`src/rtl/req_arb_pkg.sv`:
```
// Shared definitions for the round-robin request arbiter.
// Holds default sizes and the rotating-priority pick helper.
package req_arb_pkg;

  localparam int NREQ_DEFAULT  = 4;
  localparam int WIDTH_DEFAULT = 32;

  typedef struct packed {
    logic       found;
    logic [4:0] idx;
  } pick_t;

  // First set bit of elig at or above ptr, wrapping at n (n <= 32).
  function automatic pick_t rr_pick(
    input logic [31:0] elig,
    input int unsigned ptr,
    input int unsigned n
  );
    pick_t       r;
    int unsigned j;
    r = '0;
    for (int unsigned k = 0; k < 32; k++) begin
      j = ptr + k;
      if (j >= n) j = j - n;
      if (k < n && !r.found && elig[j[4:0]]) begin
        r.found = 1'b1;
        r.idx   = j[4:0];
      end
    end
    return r;
  endfunction

endpackage

```
`src/rtl/req_arb_rr_slot.sv`:
```
// One-entry holding slot for a single requester.
// A slot drained this cycle may be refilled in the same cycle.
module req_slot
  import req_arb_pkg::*;
#(
  parameter int WIDTH = WIDTH_DEFAULT
) (
  input  logic             CLK,
  input  logic             nRST,
  input  logic             ena,
  input  logic [WIDTH-1:0] din,
  input  logic             grant,
  output logic             rdy,
  output logic             full,
  output logic [WIDTH-1:0] dout
);

  logic accept;

  assign rdy    = !full | grant;
  assign accept = ena & rdy;

  // Refill wins over the drain clear.
  always_ff @(posedge CLK) begin
    if (!nRST) begin
      full <= 1'b0;
    end else if (accept) begin
      full <= 1'b1;
    end else if (grant) begin
      full <= 1'b0;
    end
  end

  always_ff @(posedge CLK) begin
    if (accept) dout <= din;
  end

endmodule

```
`src/rtl/req_arb_rr.sv`:
```
// Round-robin arbiter sharing one callee among NREQ requesters.
// Pointer, grant mask, winner mux and output drive live here.
module req_arb_rr
  import req_arb_pkg::*;
#(
  parameter int NREQ  = NREQ_DEFAULT,
  parameter int WIDTH = WIDTH_DEFAULT
) (
  input  logic                  CLK,
  input  logic                  nRST,
  input  logic [NREQ-1:0]       req_a__ENA,
  input  logic [NREQ*WIDTH-1:0] req_a_v,
  output logic [NREQ-1:0]       req_a__RDY,
  input  logic                  setMask__ENA,
  input  logic [NREQ-1:0]       setMask_v,
  output logic                  setMask__RDY,
  output logic                  out_a__ENA,
  output logic [WIDTH-1:0]      out_a_v,
  input  logic                  out_a__RDY
);

  localparam int PW = (NREQ > 1) ? $clog2(NREQ) : 1;

  logic [PW-1:0]    ptr;
  logic [NREQ-1:0]  mask;
  logic [NREQ-1:0]  slot_v;
  logic [WIDTH-1:0] slot_d [NREQ];
  logic [NREQ-1:0]  grant;
  logic [31:0]      elig_w;
  pick_t            pick;
  logic [PW-1:0]    winner;

  assign setMask__RDY = 1'b1;

  always_comb begin
    elig_w           = '0;
    elig_w[NREQ-1:0] = slot_v & mask;
    pick   = rr_pick(elig_w, 32'(ptr), NREQ);
    winner = pick.idx[PW-1:0];
  end

  assign out_a__ENA = out_a__RDY & pick.found;
  assign out_a_v    = slot_d[winner];

  always_comb begin
    grant = '0;
    if (out_a__ENA) grant[winner] = 1'b1;
  end

  always_ff @(posedge CLK) begin
    if (!nRST) begin
      ptr <= '0;
    end else if (out_a__ENA) begin
      if (winner == PW'(NREQ - 1)) ptr <= '0;
      else ptr <= winner + 1'b1;
    end
  end

  // A mask written this cycle only affects the next grant.
  always_ff @(posedge CLK) begin
    if (!nRST) begin
      mask <= '1;
    end else if (setMask__ENA) begin
      mask <= setMask_v;
    end
  end

  for (genvar i = 0; i < NREQ; i++) begin : g_slot
    req_slot #(
      .WIDTH(WIDTH)
    ) u_slot (
      .CLK  (CLK),
      .nRST (nRST),
      .ena  (req_a__ENA[i]),
      .din  (req_a_v[i*WIDTH +: WIDTH]),
      .grant(grant[i]),
      .rdy  (req_a__RDY[i]),
      .full (slot_v[i]),
      .dout (slot_d[i])
    );
  end

endmodule

```
`config.mk`:
```
export PLATFORM = sky130hd
export DESIGN_NAME = req_arb_rr
export DESIGN_NICKNAME = d
export VERILOG_FILES = /design/src/rtl/req_arb_pkg.sv /design/src/rtl/req_arb_rr_slot.sv /design/src/rtl/req_arb_rr.sv
export SDC_FILE = /design/constraint.sdc
export NUM_CORES = 1
export LEC_CHECK = 0
export ABC_CLOCK_PERIOD_IN_PS = 4150
export BUFFER_PORTS_ARGS = -buffer_cell sky130_fd_sc_hd__buf_2
export CORE_ASPECT_RATIO = 0.75
export CORE_MARGIN = 3
export CORE_UTILIZATION = 45
export CTS_CLUSTER_SIZE = 10
export DETAILED_ROUTE_END_ITERATION = 8
export GPL_ROUTABILITY_DRIVEN = 0
export PLACE_DENSITY = 0.75
export SLEW_MARGIN = 20
export SYNTH_ARGS = -nofsm -noshare
export SYNTH_HDL_FRONTEND = slang
export SYNTH_SLANG_ARGS = --single-unit
```
`constraint.sdc`:
```
create_clock -name CLK -period 4.15 [get_ports CLK]
set_input_delay 0.6225 -clock CLK [delete_from_list [all_inputs] [get_ports CLK]]
set_output_delay 0.6225 -clock CLK [all_outputs]
set_load 0.01 [all_outputs]
```
* Word level (Yosys, flattened, before mapping)
Index checks and enable logic that the tools add are counted.
W data, S select, Z words.
** Operators by class
- Div/mod/pow operators :: 0
- Mux-type cells :: 31
- Shift operators :: 0
- Reduce and logical (&&, ||, !) cells :: 15
- Equal/unequal tests :: 1
- Bitwise logic cells :: 11
- Magnitude comparators :: 11
- Add/sub/neg operators :: 8
- Multiply operators :: 0
** Operators with widths (count)
- $bmux W32 S2 :: 1
- $mux W32 :: 2
- $lt A5 B6 Y1 const B :: 4
- $mux W6 :: 4
- $bmux W1 S5 :: 4
- $mux W5 :: 4
- $mux W1 :: 13
- $ge A3 B3 Y1 const B :: 4
- $sub A3 B3 Y4 const B :: 3
- $reduce_bool A2 Y1 :: 4
- $logic_not A1 Y1 :: 7
- $add A2 B2 Y3 const B :: 2
- $and A1 B1 Y1 :: 5
- $and A4 B4 Y4 :: 1
- $logic_and A1 B1 Y1 :: 4
- $mux W4 :: 1
- $or A1 B1 Y1 :: 4
- $sub A2 B3 Y4 const B :: 1
- $add A2 B1 Y3 const B :: 1
- $ge A2 B3 Y1 const B :: 1
- $lt A2 B3 Y1 const B :: 1
- $not A2 Y3 :: 1
- $add A2 B1 Y2 const B :: 1
- $demux W1 S2 :: 1
- other kinds (3) :: 3
** Storage, ports and cells
- Memory bits (read-only) :: 0
- Word-level logic and storage cells :: 87
- Bits in latches :: 0
- Bits in registers :: 138
- Memories kept :: 0
- Bits in writable memories :: 0
- Output and inout port bits :: 38

* Logic depth before layout (Yosys ltp)
- Depth after elaboration :: 22
- Depth in mapped cells :: 14
- Depth with buffers taken out :: 12

* Modules after synthesis
A second synthesis with hierarchy kept.
** Unflattened totals
- Cell total of the unflattened synthesis :: 551
- Area total of the unflattened synthesis :: 6932.9 sq um
** Modules (own cells, without submodules)
- req_slot :: times used 4, sequential area each 980.9 sq um, cells each 37, area an instance 1018.5 sq um
- req_arb_rr :: times used 1, sequential area each 120.1 sq um, cells each 403, area an instance 2859.0 sq um

* Worst setup path after synthesis
No wires, ideal clock.
- Path kind :: reg-to-reg
- Start :: register ptr[0]
- End :: register g_slot[2].u_slot.dout[0], enable pin
- Arrival time :: 3.790 ns
- Clock period less this slack :: 4.215 ns
- Buffers on the path :: 1
- Cell stages (with the launch flop) :: 10
- Slack :: -0.065 ns
- Setup time :: 0.425 ns
- Data required time :: 3.725 ns
- Cells stage by stage :: dfxtp_1 > buf_2 > inv_1 > ha_1 > mux4_2 > a21oi_2 > nand2_1 > o32a_2 > o21a_1 > nor2b_1
** Between the ends
- Word-level cells in the longest chain between the ends :: 21
** RTL lines
- start: declaration :: line req_arb_rr.sv:24 : logic [PW-1:0] ptr;
- start signal: assignment :: line req_arb_rr.sv:55 : else ptr <= winner + 1'b1;
- parallel branches: the longest is 13 deep, another holds $sub A3 B3 Y4
- $mux W6 (*) :: line req_arb_pkg.sv:25 : if (k < n && !r.found && elig[j[4:0]]) begin
- $lt A2 B3 Y1 (implied by the code) / $ge A2 B1 Y1 (equally long branches) :: line req_arb_rr.sv:47 : if (out_a__ENA) grant[winner] = 1'b1;
- $logic_and A1 B1 Y1 (implied by the code) :: line req_arb_rr.sv:47
- $mux W1 (implied by the code) :: line req_arb_rr.sv:47
- $demux W1 S2 :: line req_arb_rr.sv:47
- $mux W4 (*) :: line req_arb_rr.sv:47
- $or A1 B1 Y1 (*) :: line req_arb_rr_slot.sv:20 : assign rdy = !full | grant;
- $and A1 B1 Y1 (*) :: line req_arb_rr_slot.sv:21 : assign accept = ena & rdy;
- via g_slot[2].u_slot.accept :: line req_arb_rr_slot.sv:18 : logic accept;
- end signal: assignment :: line req_arb_rr_slot.sv:35 : if (accept) dout <= din;
- end: declaration :: line req_arb_rr_slot.sv:15 : output logic [WIDTH-1:0] dout
Mark *: on every way through the listed nets, which the timed path passes. The select of a mux whose other input is x is not followed.
A chain may end at the register's enable or synchronous reset.

* Worst setup path in the final report
- Start :: register ptr[1]
- End :: output port req_a__RDY[3]
** Between the ends
- Word-level cells in the longest chain between the ends :: 20
** RTL lines
- parallel branches: the longest is 13 deep, another holds $sub A3 B3 Y4
- $mux W6 (*) :: line req_arb_pkg.sv:25
- $lt A2 B3 Y1 (implied by the code) / $ge A2 B1 Y1 (equally long branches) :: line req_arb_rr.sv:47
- $logic_and A1 B1 Y1 (implied by the code) :: line req_arb_rr.sv:47
- $mux W1 (implied by the code) :: line req_arb_rr.sv:47
- $demux W1 S2 :: line req_arb_rr.sv:47
- $mux W4 (*) :: line req_arb_rr.sv:47
- $or A1 B1 Y1 (*) :: line req_arb_rr_slot.sv:20
- end: declaration :: line req_arb_rr.sv:13 : output logic [NREQ-1:0] req_a__RDY,
Mark *: on every way between the ends. The select of a mux whose other input is x is not followed.

==> reports/results.ini <==
[clock_network]
cts_tree = built
clock_latency_ns = 0.41
clk_path_buf_depth = 2
post_cts_buffers = 0
clk_pin_slew_ns = 0.06
cts_buffers = 17
htreeDepth = 4
cts_root_buffer = clkbuf_16
clock-sinks = 138

[synth]
avgSynthCellArea_um2 = 20.6
synth_top_cell_area_share_pct = 70.6
async_reset_ff_share_pct = 0
postSynthNetCount = 409
synth_edf_count = 128
yosys_warnings = 0
synth_cells = 265
synth-seq-area-share_pct = 74.2
netlist_area_um2 = 5450
ys_ff_latch = 138
ys_top_cells_by_area = edfxtp_1 71%, mux4_2 12%, dfxtp_1 3.7%, mux4_1 1.4%, buf_12 1.1%
synth-main-ff-cell = edfxtp_1
yosysUniqueCellTypes = 42
synth_top_area_cell = edfxtp_1

[die]
fp.dieH_um = 101
start_util_pct = 46.6
rows = 34
core_area_um2 = 11700
io_pins = 178
chipWidth_um = 133
die-area_um2 = 13500

[timing]
max_slew.worst_pin.slew_ns = 0.548
max-slew-margin-rel_pct = 63.2
drv_slew = 0
finalClockSkew_ns = 0.0147
finalHoldViolCount = 0
fin_crit_ns = 3.90
rsz0062_at_grt = false
clock.fmax_mhz = 256
tns_ns = 0
setup_viol = 0
period_share_pct = 94.0

[power]
power_density_nw_per_um2 = 672
ir_worst_vdd_v = 0.000339
power.leakage_nw = 2.79

[critical_path]
worstPathRequired_ns = 3.53
arrival_ns = 3.28
r2r_slack_ns = 0.67
endpoint_kind = primary output
worst_setup_path_start_kind = flip-flop
critical_path_class = flip-flop to primary output
crit_fanout = 12

[run]
maxCapViolCount = 0

[global_routing]
grt_pass1_wl_um = 18700
antenna_found_initial = 1
grt_overflow_total = 0
grt_max_degree = 33
grtUsageTotal_pct = 18.7
grt_pass1_vias = 3431

[finish]
num_antenna_cells = 0
drive_gt1_share_pct = 55.9
fillers = 886
area_growth_pct = 30.0
layout.nets = 599
fin_area_um2 = 7080

[detailed_routing]
vias = 3193
wl_per_cell_um = 19.2
firstDrtPassIters = 5
totalWireLength_um = 12100
drc_errors = 0
drt_iter0_markers = 171
drtAntennaViolNets = 0
viasPerCell = 5.08

[placement]
placed_area_um2 = 6520
dp_hpwl_um = 8520
place.port_buffers = 176

[status]
status = complete, no violations

[min_path]
hold_class = input port to flip-flop

==> synth_stat cells (3+ instances only) <==
master / n
edfxtp_1: 128
mux4_2: 30
nand2_1: 13
dfxtp_1: 10
inv_1: 9
buf_2: 5
buf_4: 5
mux2i_1: 5
ha_1: 4
nor2_1: 4
a21boi_0: 3
and2_1: 3
buf_12: 3
mux4_1: 3
nand3_1: 3
o21ai_0: 3
o21ai_1: 3
==> placed cells by master, fill, tap and decap left out, types with 4 or more instances in the layout <==
cell type	count
buf_4	7
mux4_2	30
edfxtp_1	128
inv_1	9
nand2_1	13
mux2i_1	5
nor2_1	4
buf_2	176
clkbuf_16	17
dfxtp_1	9
==> cell type report <==
| cell class | count | area (um2) | area share, % |
|---|---|---|---|
| clock buffer | 18 | 429 | 6.06 |
| multi-input combinational | 100 | 1230 | 17.4 |
| tap | 162 | 203 | 2.86 |
| timing repair buffer | 187 | 1000 | 14.2 |
| sequential | 138 | 4050 | 57.2 |
| clock inverter | 13 | 120 | 1.70 |
| inverter | 11 | 41.3 | 0.583 |
==> per-layer routing <==
layer  vias to the layer above  share of wire [%]  track usage (%)  wire [um]
li1                       1454                  -                -          -
met2                       194                 47             28.9       5650
met3                        10                 10             7.50       1260
met4                         2                1.0             5.35        123
met5                         -              0.083                0         10
met1                      1533                 42             25.0       5030
==> cell families (layout without fill, tap and decap cells) <==
kind of cell / Yosys count / in the layout / share of synthesized area, %
buf+inv: 27 / 229 / 3.35
other cells: 1 / 1 / 0.0689
mux: 38 / 38 / 14.8
simple gates: 30 / 30 / 2.64
compound gates: 27 / 27 / 4.00
fa+ha+maj: 4 / 4 / 0.919
flops: 138 / 138 / 74.2
==> state kept, by name (all words and copies together) (netlist names) <==
name	flops
g_slot.u_slot.dout	128
ptr	2
g_slot.u_slot.full	4
mask	4
==> path summary, 6_finish.rpt <==
kind / startpoint / to / cells past startpoint
worst min register to register: g_slot[1].u_slot.full / g_slot[1].u_slot.full / 2
worst max-delay path: ptr[1] / req_a__RDY[3] / 12
worst max register to register: ptr[1] / g_slot[3].u_slot.dout[2] / 13
worst min-delay path: req_a_v[91] / g_slot[2].u_slot.dout[27] / 1
==> where the power goes <==
part	total [mW]	internal, mW	switching, mW	leakage [nW]
registers	1.74	1.69	0.0442	1.31
logic	1.64	0.808	0.829	1.23
clock network	1.38	0.824	0.556	0.263
total	4.76	3.33	1.43	2.79
==> stage by stage <==
stage | total power [mW] | hold slack [ns] | instances | utilization [%] | setup WS, ns
floorplan | 2.93 | 0.464 | 265 | - | 0.132
global placement | 3.39 | 0.508 | 598 | 55.7 | 0.540
finish | 4.76 | 0.385 | 629 | 60.5 | 0.250
global route | 5.01 | 0.363 | 629 | 60.5 | 0.0559
CTS | 4.83 | 0.368 | 629 | 60.5 | 0.0331
detailed placement | 3.42 | 0.515 | 598 | 55.7 | 0.421
==> what timing repair did <==
action	in CTS	in global routing
hold buffers	0	0
gates resized for setup	1	3
cloned	0	0
setup endpoints to repair	1	34
==> critical path, cell delays in order, from the launching register on <==
cell	delay (ns)
dfxtp_4	0.41
inv_1	0.08
ha_2	0.39
mux4_2	0.52
a21oi_2	0.16
nand2_1	0.10
o32a_2	0.35
inv_2	0.09
buf_4	0.21
ha_1	0.17
inv_1	0.04
o21ai_1	0.18
buf_2	0.17
No activity file was read; power rests on OpenSTA's default activity.
